**src/rtl/pipe_decoder_pkg.sv**
```systemverilog
// Shared opcode, FS/BS encodings and width helpers
// for the pipelined instruction decode stage.
package pipe_decoder_pkg;

  localparam logic [3:0] OP_NOP  = 4'b0000;
  localparam logic [3:0] OP_LB   = 4'b0010;
  localparam logic [3:0] OP_SB   = 4'b0100;
  localparam logic [3:0] OP_ADDI = 4'b0101;
  localparam logic [3:0] OP_ANDI = 4'b0110;
  localparam logic [3:0] OP_ORI  = 4'b0111;
  localparam logic [3:0] OP_BEQ  = 4'b1000;
  localparam logic [3:0] OP_BNE  = 4'b1001;
  localparam logic [3:0] OP_BGEZ = 4'b1010;
  localparam logic [3:0] OP_BLTZ = 4'b1011;
  localparam logic [3:0] OP_RTYP = 4'b1111;

  localparam logic [2:0] FS_ADD = 3'b000;
  localparam logic [2:0] FS_SUB = 3'b001;
  localparam logic [2:0] FS_AND = 3'b101;
  localparam logic [2:0] FS_OR  = 3'b110;

  localparam logic [2:0] BS_NONE = 3'b111;
  localparam logic [2:0] FN_HLT  = 3'b001;

  function automatic int inst_w(input int aw);
    return 3 * aw + 7;
  endfunction

  function automatic int imm_w(input int aw);
    return aw + 3;
  endfunction

endpackage

```
**src/rtl/pipe_decoder_scoreboard.sv**
```systemverilog
// Per-register pending bits for in-flight writes
// and the RAW/WAW hazard query against them.
module pipe_decoder_scoreboard #(
  parameter int REG_AW = 3
) (
  input  logic              clk,
  input  logic              rst_n,
  input  logic              set_en,
  input  logic [REG_AW-1:0] set_addr,
  input  logic              clr_en,
  input  logic [REG_AW-1:0] clr_addr,
  input  logic              held_ld,
  input  logic [REG_AW-1:0] held_dr,
  input  logic              sa_used,
  input  logic [REG_AW-1:0] sa,
  input  logic              sb_used,
  input  logic [REG_AW-1:0] sb,
  input  logic              dr_used,
  input  logic [REG_AW-1:0] dr,
  output logic              hazard
);

  localparam int N = 2 ** REG_AW;

  logic [N-1:0] pend;
  logic [N-1:0] set_vec;
  logic [N-1:0] clr_vec;
  logic [N-1:0] busy;

  always_comb begin
    set_vec = '0;
    clr_vec = '0;
    if (set_en) set_vec[set_addr] = 1'b1;
    if (clr_en) clr_vec[clr_addr] = 1'b1;
    // a retiring write no longer blocks; a held LD bundle always does
    busy = pend & ~clr_vec;
    if (held_ld) busy[held_dr] = 1'b1;
  end

  always_ff @(posedge clk or negedge rst_n) begin
    if (!rst_n) begin
      pend <= '0;
    end else begin
      pend <= (pend & ~clr_vec) | set_vec;
    end
  end

  assign hazard = (sa_used & busy[sa])
                | (sb_used & busy[sb])
                | (dr_used & busy[dr]);

endmodule

```
**src/rtl/pipe_decoder.sv**
```systemverilog
// Decode stage: splits the instruction word into a registered
// control bundle with valid/ready handshake and hazard stalls.
module pipe_decoder
  import pipe_decoder_pkg::*;
#(
  parameter int REG_AW   = 3,
  parameter int DATA_W   = 16,
  parameter int SEXT_IMM = 1,
  localparam int INST_W  = inst_w(REG_AW),
  localparam int IW      = imm_w(REG_AW)
) (
  input  logic              clk,
  input  logic              rst_n,
  input  logic              in_valid,
  output logic              in_ready,
  input  logic [INST_W-1:0] inst,
  output logic              out_valid,
  input  logic              out_ready,
  output logic [REG_AW-1:0] DR,
  output logic [REG_AW-1:0] SA,
  output logic [REG_AW-1:0] SB,
  output logic [DATA_W-1:0] IMM,
  output logic [DATA_W-1:0] OFF,
  output logic [2:0]        FS,
  output logic [2:0]        BS,
  output logic              MB,
  output logic              MD,
  output logic              LD,
  output logic              MW,
  output logic              HLT,
  input  logic              flush,
  input  logic              wb_valid,
  input  logic [REG_AW-1:0] wb_dr,
  output logic              halted,
  output logic [15:0]       stall_cnt
);

  typedef struct packed {
    logic [REG_AW-1:0] dr;
    logic [REG_AW-1:0] sa;
    logic [REG_AW-1:0] sb;
    logic [DATA_W-1:0] imm;
    logic [DATA_W-1:0] off;
    logic [2:0]        fs;
    logic [2:0]        bs;
    logic              mb;
    logic              md;
    logic              ld;
    logic              mw;
    logic              hlt;
  } bundle_t;

  logic [3:0]        op;
  logic [REG_AW-1:0] rs;
  logic [REG_AW-1:0] rt;
  logic [REG_AW-1:0] rd;
  logic [2:0]        funct;
  logic [IW-1:0]     raw;
  logic [DATA_W-1:0] ext;
  bundle_t           dec;
  bundle_t           q;
  logic              sa_used;
  logic              sb_used;
  logic              hazard;
  logic              hs;
  logic              accept;

  assign op    = inst[INST_W-1 -: 4];
  assign rs    = inst[INST_W-5 -: REG_AW];
  assign rt    = inst[INST_W-5-REG_AW -: REG_AW];
  assign rd    = inst[REG_AW+2 -: REG_AW];
  assign funct = inst[2:0];
  assign raw   = inst[IW-1:0];

  always_comb begin
    ext = '0;
    if (SEXT_IMM != 0 && raw[IW-1]) ext = '1;
    ext[IW-1:0] = raw;
  end

  always_comb begin
    dec     = '0;
    dec.bs  = BS_NONE;
    dec.dr  = rd;
    dec.sa  = rs;
    dec.sb  = rt;
    dec.fs  = funct;
    dec.ld  = 1'b1;
    sa_used = 1'b1;
    sb_used = 1'b1;
    unique case (op)
      OP_NOP: begin
        dec.dr  = '0;
        dec.sa  = '0;
        dec.sb  = '0;
        dec.ld  = 1'b0;
        dec.hlt = (funct == FN_HLT);
        sa_used = 1'b0;
        sb_used = 1'b0;
      end
      OP_LB: begin
        dec.dr  = rt;
        dec.sb  = '0;
        dec.mb  = 1'b1;
        dec.fs  = FS_ADD;
        dec.md  = 1'b1;
        dec.imm = ext;
        sb_used = 1'b0;
      end
      OP_SB: begin
        dec.dr  = rt;
        dec.mb  = 1'b1;
        dec.fs  = FS_ADD;
        dec.ld  = 1'b0;
        dec.mw  = 1'b1;
        dec.imm = ext;
      end
      OP_ADDI, OP_ANDI, OP_ORI: begin
        dec.dr  = rt;
        dec.sb  = '0;
        dec.mb  = 1'b1;
        dec.fs  = (op == OP_ADDI) ? FS_ADD :
                  (op == OP_ANDI) ? FS_AND : FS_OR;
        dec.imm = ext;
        sb_used = 1'b0;
      end
      OP_BEQ, OP_BNE, OP_BGEZ, OP_BLTZ: begin
        dec.dr  = '0;
        dec.fs  = FS_SUB;
        dec.ld  = 1'b0;
        dec.mb  = (op == OP_BGEZ) || (op == OP_BLTZ);
        dec.bs  = {1'b0, op[1:0]};
        dec.off = ext;
      end
      default: begin
      end
    endcase
  end

  pipe_decoder_scoreboard #(
    .REG_AW (REG_AW)
  ) u_sb (
    .clk      (clk),
    .rst_n    (rst_n),
    .set_en   (hs & q.ld),
    .set_addr (q.dr),
    .clr_en   (wb_valid),
    .clr_addr (wb_dr),
    .held_ld  (out_valid & q.ld),
    .held_dr  (q.dr),
    .sa_used  (sa_used),
    .sa       (dec.sa),
    .sb_used  (sb_used),
    .sb       (dec.sb),
    .dr_used  (dec.ld),
    .dr       (dec.dr),
    .hazard   (hazard)
  );

  assign hs       = out_valid & out_ready & ~flush;
  assign in_ready = ~halted & ~hazard & ~(out_valid & q.hlt)
                  & (~out_valid | out_ready);
  assign accept   = in_valid & in_ready & ~flush;

  always_ff @(posedge clk or negedge rst_n) begin
    if (!rst_n) begin
      out_valid <= 1'b0;
      q         <= '0;
      q.bs      <= BS_NONE;
      halted    <= 1'b0;
      stall_cnt <= '0;
    end else begin
      if (flush)       out_valid <= 1'b0;
      else if (accept) out_valid <= 1'b1;
      else if (hs)     out_valid <= 1'b0;
      if (accept) q <= dec;
      if (hs && q.hlt) halted <= 1'b1;
      if (in_valid && hazard && stall_cnt != 16'hFFFF)
        stall_cnt <= stall_cnt + 16'd1;
    end
  end

  assign DR  = q.dr;
  assign SA  = q.sa;
  assign SB  = q.sb;
  assign IMM = q.imm;
  assign OFF = q.off;
  assign FS  = q.fs;
  assign BS  = q.bs;
  assign MB  = q.mb;
  assign MD  = q.md;
  assign LD  = q.ld;
  assign MW  = q.mw;
  assign HLT = q.hlt;

endmodule

```
**config.mk**
```make
export PLATFORM = sky130hd
export DESIGN_NAME = pipe_decoder
export DESIGN_NICKNAME = d
export VERILOG_FILES = /design/src/rtl/pipe_decoder_pkg.sv /design/src/rtl/pipe_decoder_scoreboard.sv /design/src/rtl/pipe_decoder.sv
export SDC_FILE = /design/constraint.sdc
export NUM_CORES = 1
export LEC_CHECK = 0
export BUFFER_PORTS_ARGS = -buffer_cell sky130_fd_sc_hd__buf_2
export CAP_MARGIN = 20
export CORE_MARGIN = 2
export CORE_UTILIZATION = 54
export CTS_BUF_LIST = sky130_fd_sc_hd__clkbuf_4
export DETAILED_ROUTE_END_ITERATION = 8
export PLACE_DENSITY = 0.89
export SKIP_LAST_GASP = 1
export SYNTH_ARGS = -nofsm -noshare
export SYNTH_HDL_FRONTEND = slang
export SYNTH_HIERARCHICAL = 1
export SYNTH_SLANG_ARGS = --single-unit
```
**constraint.sdc**
```tcl
create_clock -name clk -period 3.5 [get_ports clk]
set_input_delay 0.175 -clock clk [delete_from_list [all_inputs] [get_ports clk]]
set_output_delay 0.175 -clock clk [all_outputs]
set_load 0.02 [all_outputs]
```
==> results of run 1 <==
==> worst min-delay path by stage <==
stage / slack [ns] / endpoint / startpoint / cells after the start
floorplan: -0.12 / DR[0] / rst_n / 0
global placement: 0.12 / OFF[1] / rst_n / 1
detailed placement: 0.13 / FS[0] / rst_n / 1
CTS: 0.01 / out_valid / out_ready / 2
global route: 0.02 / out_valid / out_ready / 2
finish: 0.02 / out_valid / out_ready / 2
==> worst register-to-register path: cells and delay by family, from the launching register on <==
family                 cells  cell delay [ns]
AOI/OAI and AO/OA          4             1.05
and+or+nand+nor            3             0.86
DFF                        1             0.60
muxes                      1             0.32
buffers and inverters      1             0.24
==> state kept, by name (all words and copies together) (netlist names) <==
signal / cells
HLT: 1
BS: 3
MD: 1
stall_cnt: 16
OFF: 6
SB: 3
out_valid: 1
SA: 3
LD: 1
MB: 1
FS: 3
halted: 1
MW: 1
u_sb/pend: 8
IMM: 6
DR: 3
==> metrics by stage <==
stage / std cells / util / hold WS (ns)
3_3_place_gp: 512 / 0.618 / 0.122
5_1_grt: 529 / 0.636 / 0.0240
3_5_place_dp: 512 / 0.618 / 0.127
4_1_cts: 529 / 0.636 / 0.0105
2_1_floorplan: 367 / - / -0.121
6_report: 529 / 0.636 / 0.0242
==> routing by layer <==
| layer | share of wire | up-vias | GRT usage |
|---|---|---|---|
| li1 | - | 1475 | - |
| met4 | 0.011 | 0 | 0.0806 |
| met2 | 0.47 | 120 | 0.384 |
| met5 | 0 | - | 0 |
| met1 | 0.44 | 1474 | 0.333 |
| met3 | 0.071 | 11 | 0.0445 |
==> placed cells by master (no fill, tap or decap), drive strengths merged, types with 8 or more instances in the layout <==
master | Yosys | final
nand4 | 12 | 12
mux2 | 12 | 12
clkbuf | 7 | 9
nand2 | 64 | 64
buf | 27 | 102
inv | 9 | 9
a21oi | 9 | 9
nor2 | 18 | 18
nand2b | 8 | 8
o21ai | 32 | 32
dfrtp | 55 | 55
==> final cells by class <==
class	instances	area (um^2)
clock buffer	9	67.6
clock inverter	7	36.3
fill	530	2270
inverter	9	33.8
multi-input combinational	266	1730
sequential	58	1460
tap	77	96.3
timing repair buffer	103	551
==> kinds of logic after synthesis <==
family	synth area share
buffers and inverters	0.0745
AND/OR/NAND/NOR	0.236
flip-flops	0.423
adder cells (fa/ha/maj)	0.00364
AO/OA/AOI/OAI	0.180
multiplexers	0.0575
XOR/XNOR	0.0255
==> power groups by stage <==
| stage | combinational, mW | clock, mW | sequential, mW |
|---|---|---|---|
| floorplan | 0.566 | 0 | 1.25 |
| global route | 1.12 | 0.431 | 1.11 |
| global placement | 1.02 | 0 | 1.08 |
| CTS | 1.05 | 0.396 | 1.08 |
| detailed placement | 1.04 | 0 | 1.09 |
| finish | 1.05 | 0.385 | 1.08 |
==> repair_timing <==
item                                    CTS  global route
hold endpoints to repair                 16             0
endpoints found under the setup margin    0             0
gates resized for setup                   0             0
hold buffers                              1             0
==> reports/qor.txt, run 1 <==
Synth warnings - 6
Sequential fraction of the synthesis area - 0.423
Final hold viol count - 0
Crit path max-delay family - simple AND/OR/NAND/NOR gates
Final Skew - 0.00872 ns
Vias per cell - 5.82
Worst slack, placed - 0.171 ns
Iter 0 DRT Violations - 160
Cell taking the most area after synthesis - dfrtp_1
Net Switching - 1.11 mW
Post-route design area - 0.00397 mm^2
Commonest register cell after synthesis - dfrtp_1
Final HPWL DP - 5980 um
WP data arrival - 3.06 ns
Area grow syn2layout - 15.3%
R2r endpoint - SA[1]
Reg-to-Reg Start - DR[1]
Largest net degree at the start of global routing - 51
Fin crit share - 0.925
HP Class - in2reg
Final net count - 473
Starting density of the core - 0.551
Combinational share of power - 0.417
Share of power burned in registers - 0.430
Worst IR Drop VDD - 0.504 mV
Reg2Reg Depth - 9
Pre-antenna DRT Iters - 5
Area share of the largest cell type after synthesis - 0.400
EDFF count, synth - 0
Postcts setup bufs - 0
Tot GR Track Use - 0.241
DRC Markers - 0
Total power - 2.51 mW
Unrepaired setup endpoints after global routing - false
Total inserted antenna cells - 0
Worst Tran Pin Value - 0.666 ns
CORE AREA - 0.00624 mm^2
Post-synth top cells - 64 x nand2_1, 55 x dfrtp_1, 32 x o21ai_0
MaxCap Viol Count - 0
Routability cong. - 0.985
CTS root buf - clkbuf_4
Top post-synthesis cells by area - dfrtp_1 40%, nand2_1 7.0%, o21ai_0 4.7%
Mapped Cells - 367
I/O pin count - 96
CP max-delay cell - dfrtp_1
R2R Setup Slk - 0.34 ns
Wirelength, routed - 8070 um
Cell Chain, Critical Path - nand2b_1, a2bb2oi_1, nor2_1, a21oi_1, a311oi_1, or4_1, buf_4, a211oi_1, buf_2
F_max - 309 MHz
Status - complete, no violations
Maximum buffer depth of the clock tree - 2
Placed instance area - 0.00385 mm^2
Switching portion of total power - 0.441
Initial antenna violation count - 0
CP required - 3.32 ns
Post-DRT Antenna Nets - 0
Power density over the cells - 633 mW/mm^2
Synth Area per Inst - 9.38 um^2
Fin worst setup slack - 0.264 ns
Netlist cell types - 57
Worst path bufs/invs - 2
Die width - 83.8 um
Critical path launch point type - register
Clock sinks - 58
Final min period - 3.24 ns
Die Height - 83.8 um
CTS tree - built
Rel. slew slack - 0.552
Final Max Slew Viols - 0
Via count - 3080
Syn Nets - 393
Final Setup Violations - 0
Remaining global-route overflow - 0
Reg clk slew, reported paths - 0.10 ns
Seq cells post-synth - 58
Critical Path Fanout Max - 13
# rows - 29
Critical Path Sink - in_ready
Port Buffer Count - 95
Clock power share - 0.153
CP Launch Point - DR[1]
Die area - 0.00703 mm^2
WL/cell - 15.3 um
Sum Neg Setup Slack - 0 ns
Number of global-route vias before repair - 2849
P_int - 1.41 mW
Num CTS Buffers - 9
Synth Cell Area - 0.00344 mm^2
Worst Setup Path Type - reg2out
Clk Latency, worst-skew pair - 0.40 ns
Most frequent cell after synthesis - nand2_1
Worst stage delay on the critical path - 0.60 ns
CP Capture Type - output pin
H-tree depth - 3
First-pass GRT wire length - 13600 um
Levels on crit path - 9
Pleak - 1.94 nW
Share of cells above drive strength 1 - 0.310
Synth async-reset ratio - 1.00
No activity file was read; power rests on OpenSTA's default activity.
==> inputs of run 2 (changes only) <==
--- a/config.mk
+++ b/config.mk
@@ -6,12 +6,15 @@
 export NUM_CORES = 1
 export LEC_CHECK = 0
 export BUFFER_PORTS_ARGS = -buffer_cell sky130_fd_sc_hd__buf_2
-export CAP_MARGIN = 20
+export CAP_MARGIN = 0
+export CELL_PAD_IN_SITES_DETAIL_PLACEMENT = 0
+export CELL_PAD_IN_SITES_GLOBAL_PLACEMENT = 1
 export CORE_MARGIN = 2
-export CORE_UTILIZATION = 54
+export CORE_UTILIZATION = 41
 export CTS_BUF_LIST = sky130_fd_sc_hd__clkbuf_4
 export DETAILED_ROUTE_END_ITERATION = 8
-export PLACE_DENSITY = 0.89
+export PLACE_DENSITY = 0.9
+export SKIP_CTS_REPAIR_TIMING = 1
 export SKIP_LAST_GASP = 1
 export SYNTH_ARGS = -nofsm -noshare
 export SYNTH_HDL_FRONTEND = slang
==> run 2 against run 1 <==
Combinational power is essentially flat. Cell count up 5.3%. Via count decreased by 2.8%. Non-clock buffer count unchanged. Total power increased by 7.1%. Flip-flop and latch count unchanged. Worst hold slack improved by 0.0057 ns. Register-to-register slack better by 0.02 ns. Die area grew 30%. Count of clock-buffer cells in the layout unchanged. Global-route usage down 5.3 points. Clock skew increased by 0.0013 ns. Largest power group unchanged.
==> reports/qor.txt, run 2 (synthesized netlist as in run 1, its figures left out) <==
Power density over the cells - 660 mW/mm^2
Port Buffer Count - 95
Final Max Slew Viols - 0
Fin crit share - 0.913
Rel. slew slack - 0.539
Share of cells above drive strength 1 - 0.314
Final Skew - 0.0101 ns
Final design utilization - 0.498
Die width - 95.6 um
Num CTS Buffers - 9
Die Height - 95.6 um
DRC Markers - 0
Worst Tran Pin Value - 0.692 ns
Vias per cell - 5.37
Critical Path Fanout Max - 7
Tot GR Track Use - 0.187
Final HPWL DP - 5990 um
F_max - 313 MHz
Number of global-route vias before repair - 2799
Pleak - 1.97 nW
CP required - 3.32 ns
CORE AREA - 0.00818 mm^2
Dpl cells - 539
HP Class - in2reg
WL/cell - 14.8 um
Clock sinks - 58
Final Setup Violations - 0
Reg clk slew, reported paths - 0.11 ns
MaxCap Viol Count - 0
H-tree depth - 3
WP data arrival - 3.02 ns
Commonest non-fill, non-tap cell in the layout - buf_2
Total inserted antenna cells - 0
# rows - 33
Iter 0 DRT Violations - 163
Unrepaired setup endpoints after global routing - false
Post-DRT Antenna Nets - 0
Critical path launch point type - register
Final hold viol count - 0
Maximum buffer depth of the clock tree - 2
Largest net degree at the start of global routing - 56
Remaining global-route overflow - 0
Cell Chain, Critical Path - and2_1, nand3b_1, a2bb2oi_1, a22oi_1, a21oi_1, nand4_1, or4_1, a211oi_1, buf_2
Status - complete, no violations
Worst Setup Path Type - reg2out
CTS root buf - clkbuf_4
First-pass GRT wire length - 13200 um
Final net count - 473
Sum Neg Setup Slack - 0 ns
I/O pin count - 96
Clk Latency, worst-skew pair - 0.41 ns
Final min period - 3.20 ns
Worst IR Drop VDD - 0.314 mV
Wirelength, routed - 8220 um
Biggest regs - stall_cnt: 16 flops, u_sb/pend: 8 flops
Pre-antenna DRT Iters - 4
Starting density of the core - 0.421
Max reg flops - 16
CP max-delay cell - or4_1
CTS tree - built
Post-route design area - 0.00407 mm^2
Via count - 2993
Die area - 0.00914 mm^2
Commonest cells after routing, fill and taps aside - 95 x buf_2, 64 x nand2_1, 55 x dfrtp_1
Worst stage delay on the critical path - 0.55 ns
CP Capture Type - output pin
Most flops, register - stall_cnt
Routability cong. - 0.877
Fin cells - 557
Area grow syn2layout - 18.4%
Initial antenna violation count - 0
Placed instance area - 0.00388 mm^2
-- run 2: cell type report --
type                       count  area (um^2)
multi-input combinational    266         1730
clock buffer                   9         67.6
clock inverter                 7          103
tap                          105          131
inverter                       9         33.8
sequential                    58         1460
fill                         784         4100
timing repair buffer         103          553
-- run 2: power breakdown --
part | switching, mW | total (mW) | internal (mW)
Clock | 0.283 | 0.578 | 0.295
Sequential | 0.207 | 1.07 | 0.867
Combinational | 0.639 | 1.04 | 0.397
Total | 1.13 | 2.69 | 1.56
-- run 2: final timing paths --
path                            from      endpoint  slack, ns  cells past startpoint
setup / recovery           out_valid      in_ready       0.30                      9
hold / removal               inst[3]        IMM[3]       0.03                      3
setup reg to reg           out_valid         SA[2]       0.36                     10
hold reg to reg                   MB            MB       0.49                      2
max in group asynchronous      rst_n  u_sb/pend[0]       2.33                      3
min in group asynchronous      rst_n        IMM[0]       0.33                      2
-- run 2: routing by layer --
| metal | up-vias | GRT usage | share of wire |
|---|---|---|---|
| met5 | - | 0 | 0 |
| met4 | 0 | 0.0595 | 0.012 |
| met3 | 7 | 0.0474 | 0.072 |
| met2 | 103 | 0.291 | 0.44 |
| met1 | 1395 | 0.256 | 0.47 |
| li1 | 1488 | - | - |
-- run 2: critical path: cells and delay by family (launching register included) --
family                 cells  cell delay (ns)
AO/OA/AOI/OAI              4             0.85
buffers and inverters      1             0.21
flip-flops                 1             0.47
AND/OR/NAND/NOR            4             1.07
-- run 2: stage by stage --
stage          worst slack, ns  hold WS [ns]  power, mW
6_report                 0.303        0.0299       2.69
5_1_grt                 0.0532        0.0212       2.88
4_1_cts                  0.307        -0.204       2.72
3_5_place_dp             0.166         0.264       2.13
3_3_place_gp             0.285         0.253       2.11
2_1_floorplan            0.466        -0.121       1.82
